--- src/rtl/instr_encoder.sv ---
//============================================================================
// Module      : instr_encoder
// Description : Encodes a mnemonic select plus operand fields into a 32-bit
//               MIPS-style instruction word. The word is held in a single
//               output register with a valid/ready handshake. Each word that
//               drains produces a write strobe and a byte address that steps
//               through the instruction memory and wraps at DEPTH_WORDS.
//               Optional feature macro: ENC_ILLEGAL_CHECK_EN. When defined,
//               illegal selects are dropped and raise a sticky Error. When
//               undefined, illegal selects encode as a nop and Error is 0.
// Revision    : 1.0 - initial release
//============================================================================
`default_nettype none

module instr_encoder #(
    parameter int DEPTH_WORDS = 64
) (
    input  logic        Clk,
    input  logic        Reset,
    input  logic        InValid,
    output logic        InReady,
    input  logic [4:0]  OpSel,
    input  logic [4:0]  Rs,
    input  logic [4:0]  Rt,
    input  logic [4:0]  Rd,
    input  logic [4:0]  Shamt,
    input  logic [15:0] Imm,
    input  logic [25:0] Target,
    output logic        OutValid,
    input  logic        OutReady,
    output logic [31:0] Instruction,
    output logic [31:0] InstrAddr,
    output logic        WrEn,
    output logic        Error
);

    // Word-index width; the byte address is this index shifted left by two.
    localparam int c_addr_w = $clog2(DEPTH_WORDS);

    // Mnemonic select codes
    localparam logic [4:0] c_sel_sll  = 5'd0;
    localparam logic [4:0] c_sel_srl  = 5'd1;
    localparam logic [4:0] c_sel_add  = 5'd2;
    localparam logic [4:0] c_sel_sub  = 5'd3;
    localparam logic [4:0] c_sel_and  = 5'd4;
    localparam logic [4:0] c_sel_or   = 5'd5;
    localparam logic [4:0] c_sel_xor  = 5'd6;
    localparam logic [4:0] c_sel_nor  = 5'd7;
    localparam logic [4:0] c_sel_slt  = 5'd8;
    localparam logic [4:0] c_sel_jr   = 5'd9;
    localparam logic [4:0] c_sel_mul  = 5'd10;
    localparam logic [4:0] c_sel_lw   = 5'd11;
    localparam logic [4:0] c_sel_lb   = 5'd12;
    localparam logic [4:0] c_sel_lh   = 5'd13;
    localparam logic [4:0] c_sel_sw   = 5'd14;
    localparam logic [4:0] c_sel_sb   = 5'd15;
    localparam logic [4:0] c_sel_sh   = 5'd16;
    localparam logic [4:0] c_sel_addi = 5'd17;
    localparam logic [4:0] c_sel_andi = 5'd18;
    localparam logic [4:0] c_sel_ori  = 5'd19;
    localparam logic [4:0] c_sel_xori = 5'd20;
    localparam logic [4:0] c_sel_slti = 5'd21;
    localparam logic [4:0] c_sel_beq  = 5'd22;
    localparam logic [4:0] c_sel_bne  = 5'd23;
    localparam logic [4:0] c_sel_bgez = 5'd24;
    localparam logic [4:0] c_sel_bltz = 5'd25;
    localparam logic [4:0] c_sel_bgtz = 5'd26;
    localparam logic [4:0] c_sel_blez = 5'd27;
    localparam logic [4:0] c_sel_j    = 5'd28;
    localparam logic [4:0] c_sel_jal  = 5'd29;

    // Primary opcodes
    localparam logic [5:0] c_op_special = 6'b000000;
    localparam logic [5:0] c_op_regimm  = 6'b000001;
    localparam logic [5:0] c_op_j       = 6'b000010;
    localparam logic [5:0] c_op_jal     = 6'b000011;
    localparam logic [5:0] c_op_beq     = 6'b000100;
    localparam logic [5:0] c_op_bne     = 6'b000101;
    localparam logic [5:0] c_op_blez    = 6'b000110;
    localparam logic [5:0] c_op_bgtz    = 6'b000111;
    localparam logic [5:0] c_op_addi    = 6'b001000;
    localparam logic [5:0] c_op_slti    = 6'b001010;
    localparam logic [5:0] c_op_andi    = 6'b001100;
    localparam logic [5:0] c_op_ori     = 6'b001101;
    localparam logic [5:0] c_op_xori    = 6'b001110;
    localparam logic [5:0] c_op_special2 = 6'b011100;
    localparam logic [5:0] c_op_lb      = 6'b100000;
    localparam logic [5:0] c_op_lh      = 6'b100001;
    localparam logic [5:0] c_op_lw      = 6'b100011;
    localparam logic [5:0] c_op_sb      = 6'b101000;
    localparam logic [5:0] c_op_sh      = 6'b101001;
    localparam logic [5:0] c_op_sw      = 6'b101011;

    // Function codes for the special opcodes
    localparam logic [5:0] c_fn_sll = 6'b000000;
    localparam logic [5:0] c_fn_srl = 6'b000010;
    localparam logic [5:0] c_fn_jr  = 6'b001000;
    localparam logic [5:0] c_fn_add = 6'b100000;
    localparam logic [5:0] c_fn_sub = 6'b100010;
    localparam logic [5:0] c_fn_and = 6'b100100;
    localparam logic [5:0] c_fn_or  = 6'b100101;
    localparam logic [5:0] c_fn_xor = 6'b100110;
    localparam logic [5:0] c_fn_nor = 6'b100111;
    localparam logic [5:0] c_fn_slt = 6'b101010;
    localparam logic [5:0] c_fn_mul = 6'b000010;

    localparam logic [4:0] c_zero5 = 5'd0;

    logic                out_valid_q;
    logic                out_valid_d;
    logic [31:0]         instruction_q;
    logic [31:0]         instruction_d;
    logic [c_addr_w-1:0] addr_q;
    logic [c_addr_w-1:0] addr_d;

    logic [31:0]         w_encoded;
    logic                w_accept;
    logic                w_wr_en;

    // Handshake: the single output register frees up when it is empty or draining.
    assign InReady  = !out_valid_q || OutReady;
    assign w_accept = InValid && InReady;
    assign w_wr_en  = out_valid_q && OutReady;

    assign OutValid    = out_valid_q;
    assign Instruction = instruction_q;
    assign InstrAddr   = {{(30 - c_addr_w){1'b0}}, addr_q, 2'b00};
    assign WrEn        = w_wr_en;

    // Field packing per mnemonic, with forced-zero / forced-constant fields.
    always_comb begin
        w_encoded = 32'h0000_0000;
        case (OpSel)
            c_sel_sll:  w_encoded = {c_op_special, c_zero5, Rt, Rd, Shamt, c_fn_sll};
            c_sel_srl:  w_encoded = {c_op_special, c_zero5, Rt, Rd, Shamt, c_fn_srl};
            c_sel_add:  w_encoded = {c_op_special, Rs, Rt, Rd, c_zero5, c_fn_add};
            c_sel_sub:  w_encoded = {c_op_special, Rs, Rt, Rd, c_zero5, c_fn_sub};
            c_sel_and:  w_encoded = {c_op_special, Rs, Rt, Rd, c_zero5, c_fn_and};
            c_sel_or:   w_encoded = {c_op_special, Rs, Rt, Rd, c_zero5, c_fn_or};
            c_sel_xor:  w_encoded = {c_op_special, Rs, Rt, Rd, c_zero5, c_fn_xor};
            c_sel_nor:  w_encoded = {c_op_special, Rs, Rt, Rd, c_zero5, c_fn_nor};
            c_sel_slt:  w_encoded = {c_op_special, Rs, Rt, Rd, c_zero5, c_fn_slt};
            c_sel_jr:   w_encoded = {c_op_special, Rs, c_zero5, c_zero5, c_zero5, c_fn_jr};
            c_sel_mul:  w_encoded = {c_op_special2, Rs, Rt, Rd, c_zero5, c_fn_mul};
            c_sel_lw:   w_encoded = {c_op_lw, Rs, Rt, Imm};
            c_sel_lb:   w_encoded = {c_op_lb, Rs, Rt, Imm};
            c_sel_lh:   w_encoded = {c_op_lh, Rs, Rt, Imm};
            c_sel_sw:   w_encoded = {c_op_sw, Rs, Rt, Imm};
            c_sel_sb:   w_encoded = {c_op_sb, Rs, Rt, Imm};
            c_sel_sh:   w_encoded = {c_op_sh, Rs, Rt, Imm};
            c_sel_addi: w_encoded = {c_op_addi, Rs, Rt, Imm};
            c_sel_andi: w_encoded = {c_op_andi, Rs, Rt, Imm};
            c_sel_ori:  w_encoded = {c_op_ori, Rs, Rt, Imm};
            c_sel_xori: w_encoded = {c_op_xori, Rs, Rt, Imm};
            c_sel_slti: w_encoded = {c_op_slti, Rs, Rt, Imm};
            c_sel_beq:  w_encoded = {c_op_beq, Rs, Rt, Imm};
            c_sel_bne:  w_encoded = {c_op_bne, Rs, Rt, Imm};
            c_sel_bgez: w_encoded = {c_op_regimm, Rs, 5'b00001, Imm};
            c_sel_bltz: w_encoded = {c_op_regimm, Rs, 5'b00000, Imm};
            c_sel_bgtz: w_encoded = {c_op_bgtz, Rs, c_zero5, Imm};
            c_sel_blez: w_encoded = {c_op_blez, Rs, c_zero5, Imm};
            c_sel_j:    w_encoded = {c_op_j, Target};
            c_sel_jal:  w_encoded = {c_op_jal, Target};
            default:    w_encoded = 32'h0000_0000;
        endcase
    end

`ifdef ENC_ILLEGAL_CHECK_EN
    logic w_illegal;
    logic error_q;
    logic error_d;

    assign w_illegal = (OpSel >= 5'd30);
    assign Error     = error_q;

    // Sticky illegal-select flag, cleared only by reset.
    always_comb begin
        error_d = error_q | (w_accept & w_illegal);
    end

    // Error flag register.
    always_ff @(posedge Clk) begin
        if (Reset) begin
            error_q <= 1'b0;
        end else begin
            error_q <= error_d;
        end
    end
`else
    assign Error = 1'b0;
`endif

    // Output register / address counter next state; drain and load may coincide.
    always_comb begin
        out_valid_d   = out_valid_q;
        instruction_d = instruction_q;
        addr_d        = addr_q;
        if (w_wr_en) begin
            out_valid_d = 1'b0;
            addr_d      = addr_q + c_addr_w'(1);
        end
        if (w_accept) begin
`ifdef ENC_ILLEGAL_CHECK_EN
            if (!w_illegal) begin
                out_valid_d   = 1'b1;
                instruction_d = w_encoded;
            end
`else
            out_valid_d   = 1'b1;
            instruction_d = w_encoded;
`endif
        end
    end

    // State registers with synchronous reset.
    always_ff @(posedge Clk) begin
        if (Reset) begin
            out_valid_q   <= 1'b0;
            instruction_q <= 32'h0000_0000;
            addr_q        <= '0;
        end else begin
            out_valid_q   <= out_valid_d;
            instruction_q <= instruction_d;
            addr_q        <= addr_d;
        end
    end

endmodule

`default_nettype wire

--- config.mk ---
export PLATFORM = sky130hd
export DESIGN_NAME = instr_encoder
export DESIGN_NICKNAME = d
export VERILOG_FILES = /design/src/rtl/instr_encoder.sv
export SDC_FILE = /design/constraint.sdc
export NUM_CORES = 1
export LEC_CHECK = 0
export BUFFER_PORTS_ARGS = -buffer_cell sky130_fd_sc_hd__buf_2
export CAP_MARGIN = 30
export CORE_MARGIN = 8
export CORE_UTILIZATION = 35
export DETAILED_ROUTE_END_ITERATION = 8
export PLACE_DENSITY = 0.66
export SLEW_MARGIN = 10
export SYNTH_ARGS = -nofsm -noshare
export SYNTH_HDL_FRONTEND = slang
export SYNTH_SLANG_ARGS = --single-unit
export TNS_END_PERCENT = 100
--- constraint.sdc ---
create_clock -name Clk -period 1.8 [get_ports Clk]
set_clock_uncertainty 0.1 [all_clocks]
set_input_delay 0.36 -clock Clk [delete_from_list [all_inputs] [get_ports Clk]]
set_output_delay 0.36 -clock Clk [all_outputs]
set_load 0.03 [all_outputs]
==> flow_summary.json <==
{
  "status": "completed",
  "critPathCaptureType": "primary output",
  "wl_per_cell_um": 15.3,
  "met3WireLength_um": 576,
  "ctsHoldBuffers": 0,
  "wl_mm": 7.38,
  "cts_made_buffers": 5,
  "hold_viol": 0,
  "num-nets-final": 473,
  "dieHeight_um": 99.0,
  "synth_seq_cells": 39,
  "avgViaCountPerCell": 5.11,
  "crit_required_ps": 1340,
  "vias": 2465,
  "first_global_vias": 2389,
  "io_pins": 139,
  "async_flop_share_pct": 0,
  "synth_top_area_share_pct": 32.4,
  "startpoint_type": "flip-flop",
  "syn-cell-area_um2": 2410,
  "first_iter_violations": 140,
  "worst_slack_ps": 242,
  "dr.pass1.iters": 5,
  "postCtsSetupRepairBufs": 0,
  "n_fill_cell": 720,
  "cts_resized": 0,
  "p_leak_nw": 1.44,
  "fin_util_pct": 45.1,
  "setup_violations": 0,
  "power_mw": 2.13,
  "rsz0062_at_grt": "no",
  "avgSynthCellArea_um2": 8.29,
  "cts_tree": "built",
  "syn2layout_area_growth_pct": 25.7,
  "floorplan.initialDensity_pct": 35.9,
  "crit_type": "flip-flop to primary output",
  "arrival_ps": 1100,
  "clkLatencyLatePin_ps": 290,
  "numPortBuffers": 111,
  "ys_types": 56,
  "syn_inst": 291,
  "power_density_nw_per_um2": 701,
  "dp_slack_ps": -2.73,
  "grt_max_degree": 18,
  "clkSinkCount": 39,
  "grt_antenna_before_repair": 0,
  "row_count": 30,
  "cap_violations": 0,
  "hold_path_class": "input pin to flip-flop",
  "antenna_cells": 0,
  "r2r_slack_ps": 320,
  "tightest_slew_ps": 618,
  "grt_overflow_total": 0,
  "drive_gt1_share_pct": 36.3,
  "htreeDepth": 2,
  "mostFrequentLayoutCells": "buf_2, dfxtp_1, nand2_1, a21oi_1, conb_1",
  "yosysTopAreaCell": "dfxtp_1",
  "die_w_um": 99.0,
  "hpwl_mm": 5.92,
  "ys.warnings.count": 0,
  "grt_first_pass_wirelength_mm": 11.6,
  "yosys-top-cells-area": "dfxtp_1, buf_4, a21oi_1",
  "ys_seq_area_share_pct": 32.4,
  "fmax_mhz": 642,
  "top_layer_used": "met4",
  "clkTransAtPathRegs_ps": 70,
  "synth_ff_type": "dfxtp_1",
  "ir_drop_uv": 313,
  "dr_wl_met2_mm": 3.68,
  "core_um2": 6720,
  "final_common_cell": "buf_2",
  "ant_nets": 0,
  "fin_crit_sh_pct": 86.5,
  "slew_headroom_pct": 58.5,
  "finalMaxSlewViolations": 0,
  "grt_use_total_pct": 14.5,
  "root_buffer": "clkbuf_8",
  "gp_congestion": 0.852,
  "ctsLongestPathBuffers": 2,
  "synth_edf_count": 0,
  "min_period_ps": 1560,
  "post-route-drc-count": 0,
  "drt-met1-wl_mm": 2.97,
  "crit_fanout": 4,
  "die_area_um2": 9800
}
-- routing by layer --
layer / vias up / track usage (%)
met3: 12 / 4.44
met4: 0 / 5.90
met5: - / 0
met2: 88 / 24.7
li1: 1222 / -
met1: 1143 / 16.3
-- sequential cells by signal (all words and copies together), names as in the netlist --
register and cells:
Instruction 32, addr_q 6, OutValid 1
-- final cells by class --
class	count	area [µm²]	area share, %
clock buffers	7	76.3	2.52
clock inverters	1	5.00	0.165
inverters	4	15.0	0.495
multi-input cells	221	1330	43.9
flip-flops and latches	39	781	25.8
well taps	80	100	3.30
repair buffers	130	723	23.9
-- report_power, final --
part	switching (mW)	internal (mW)	total, mW
clock network	0.292	0.272	0.564
logic	0.403	0.223	0.626
registers	0.0240	0.911	0.935
total	0.719	1.41	2.13
-- final timing paths --
path,start,endpoint,cells after the start
hold / removal,Rt[0],Instruction[16],2
hold reg to reg,Instruction[15],Instruction[15],2
setup / recovery,OutValid,WrEn,2
setup reg to reg,OutValid,Instruction[23],4
-- cell usage after synthesis, types with 2 or more instances --
cell type	instances
o21ai_0	9
a22oi_1	8
nand4_1	3
inv_1	4
nor3_1	7
clkbuf_1	3
xor2_1	5
buf_4	33
or4_1	3
a221oi_1	2
buf_2	9
nor3b_1	2
nor2_1	16
and2_0	2
a311oi_1	3
a21o_1	2
buf_6	7
nand2b_1	6
dfxtp_1	39
a211oi_1	2
nor4_1	2
and2_1	4
o21a_1	2
nand3_1	2
xnor2_1	2
nand2_1	28
o21ai_1	15
a22o_1	8
a222oi_1	5
a21oi_1	29
a221o_1	4
-- stage by stage --
| step | hold WS (ps) | cells | TNS, ps | instance area (µm²) |
|---|---|---|---|---|
| floorplan | 377 | 317 | 0 | 2510 |
| global placement | 335 | 474 | 0 | 2950 |
| detailed placement | 339 | 474 | -2.73 | 2950 |
| CTS | 170 | 482 | 0 | 3030 |
| global route | 187 | 482 | 0 | 3030 |
| finish | 180 | 482 | 0 | 3030 |
-- worst max-delay path, stage by stage (launching register included) --
cell     delay (ps)
dfxtp_1         340
and2_1          230
buf_2           240
-- logic make-up (layout without fill, tap and decap cells) --
kind of cell	count (synthesis)	count (layout)	share of synthesized area, %
AOI/OAI and AO/OA	102	102	29.3
xor gates and xnor gates	7	7	2.54
adders and majority gates	1	1	0.519
buffers and inverters	57	142	16.6
DFF	39	39	32.4
muxes	1	1	0.415
other	1	27	0.155
and+or+nand+nor	83	83	18.0
Note: power is estimated with default switching activity, not from simulation.
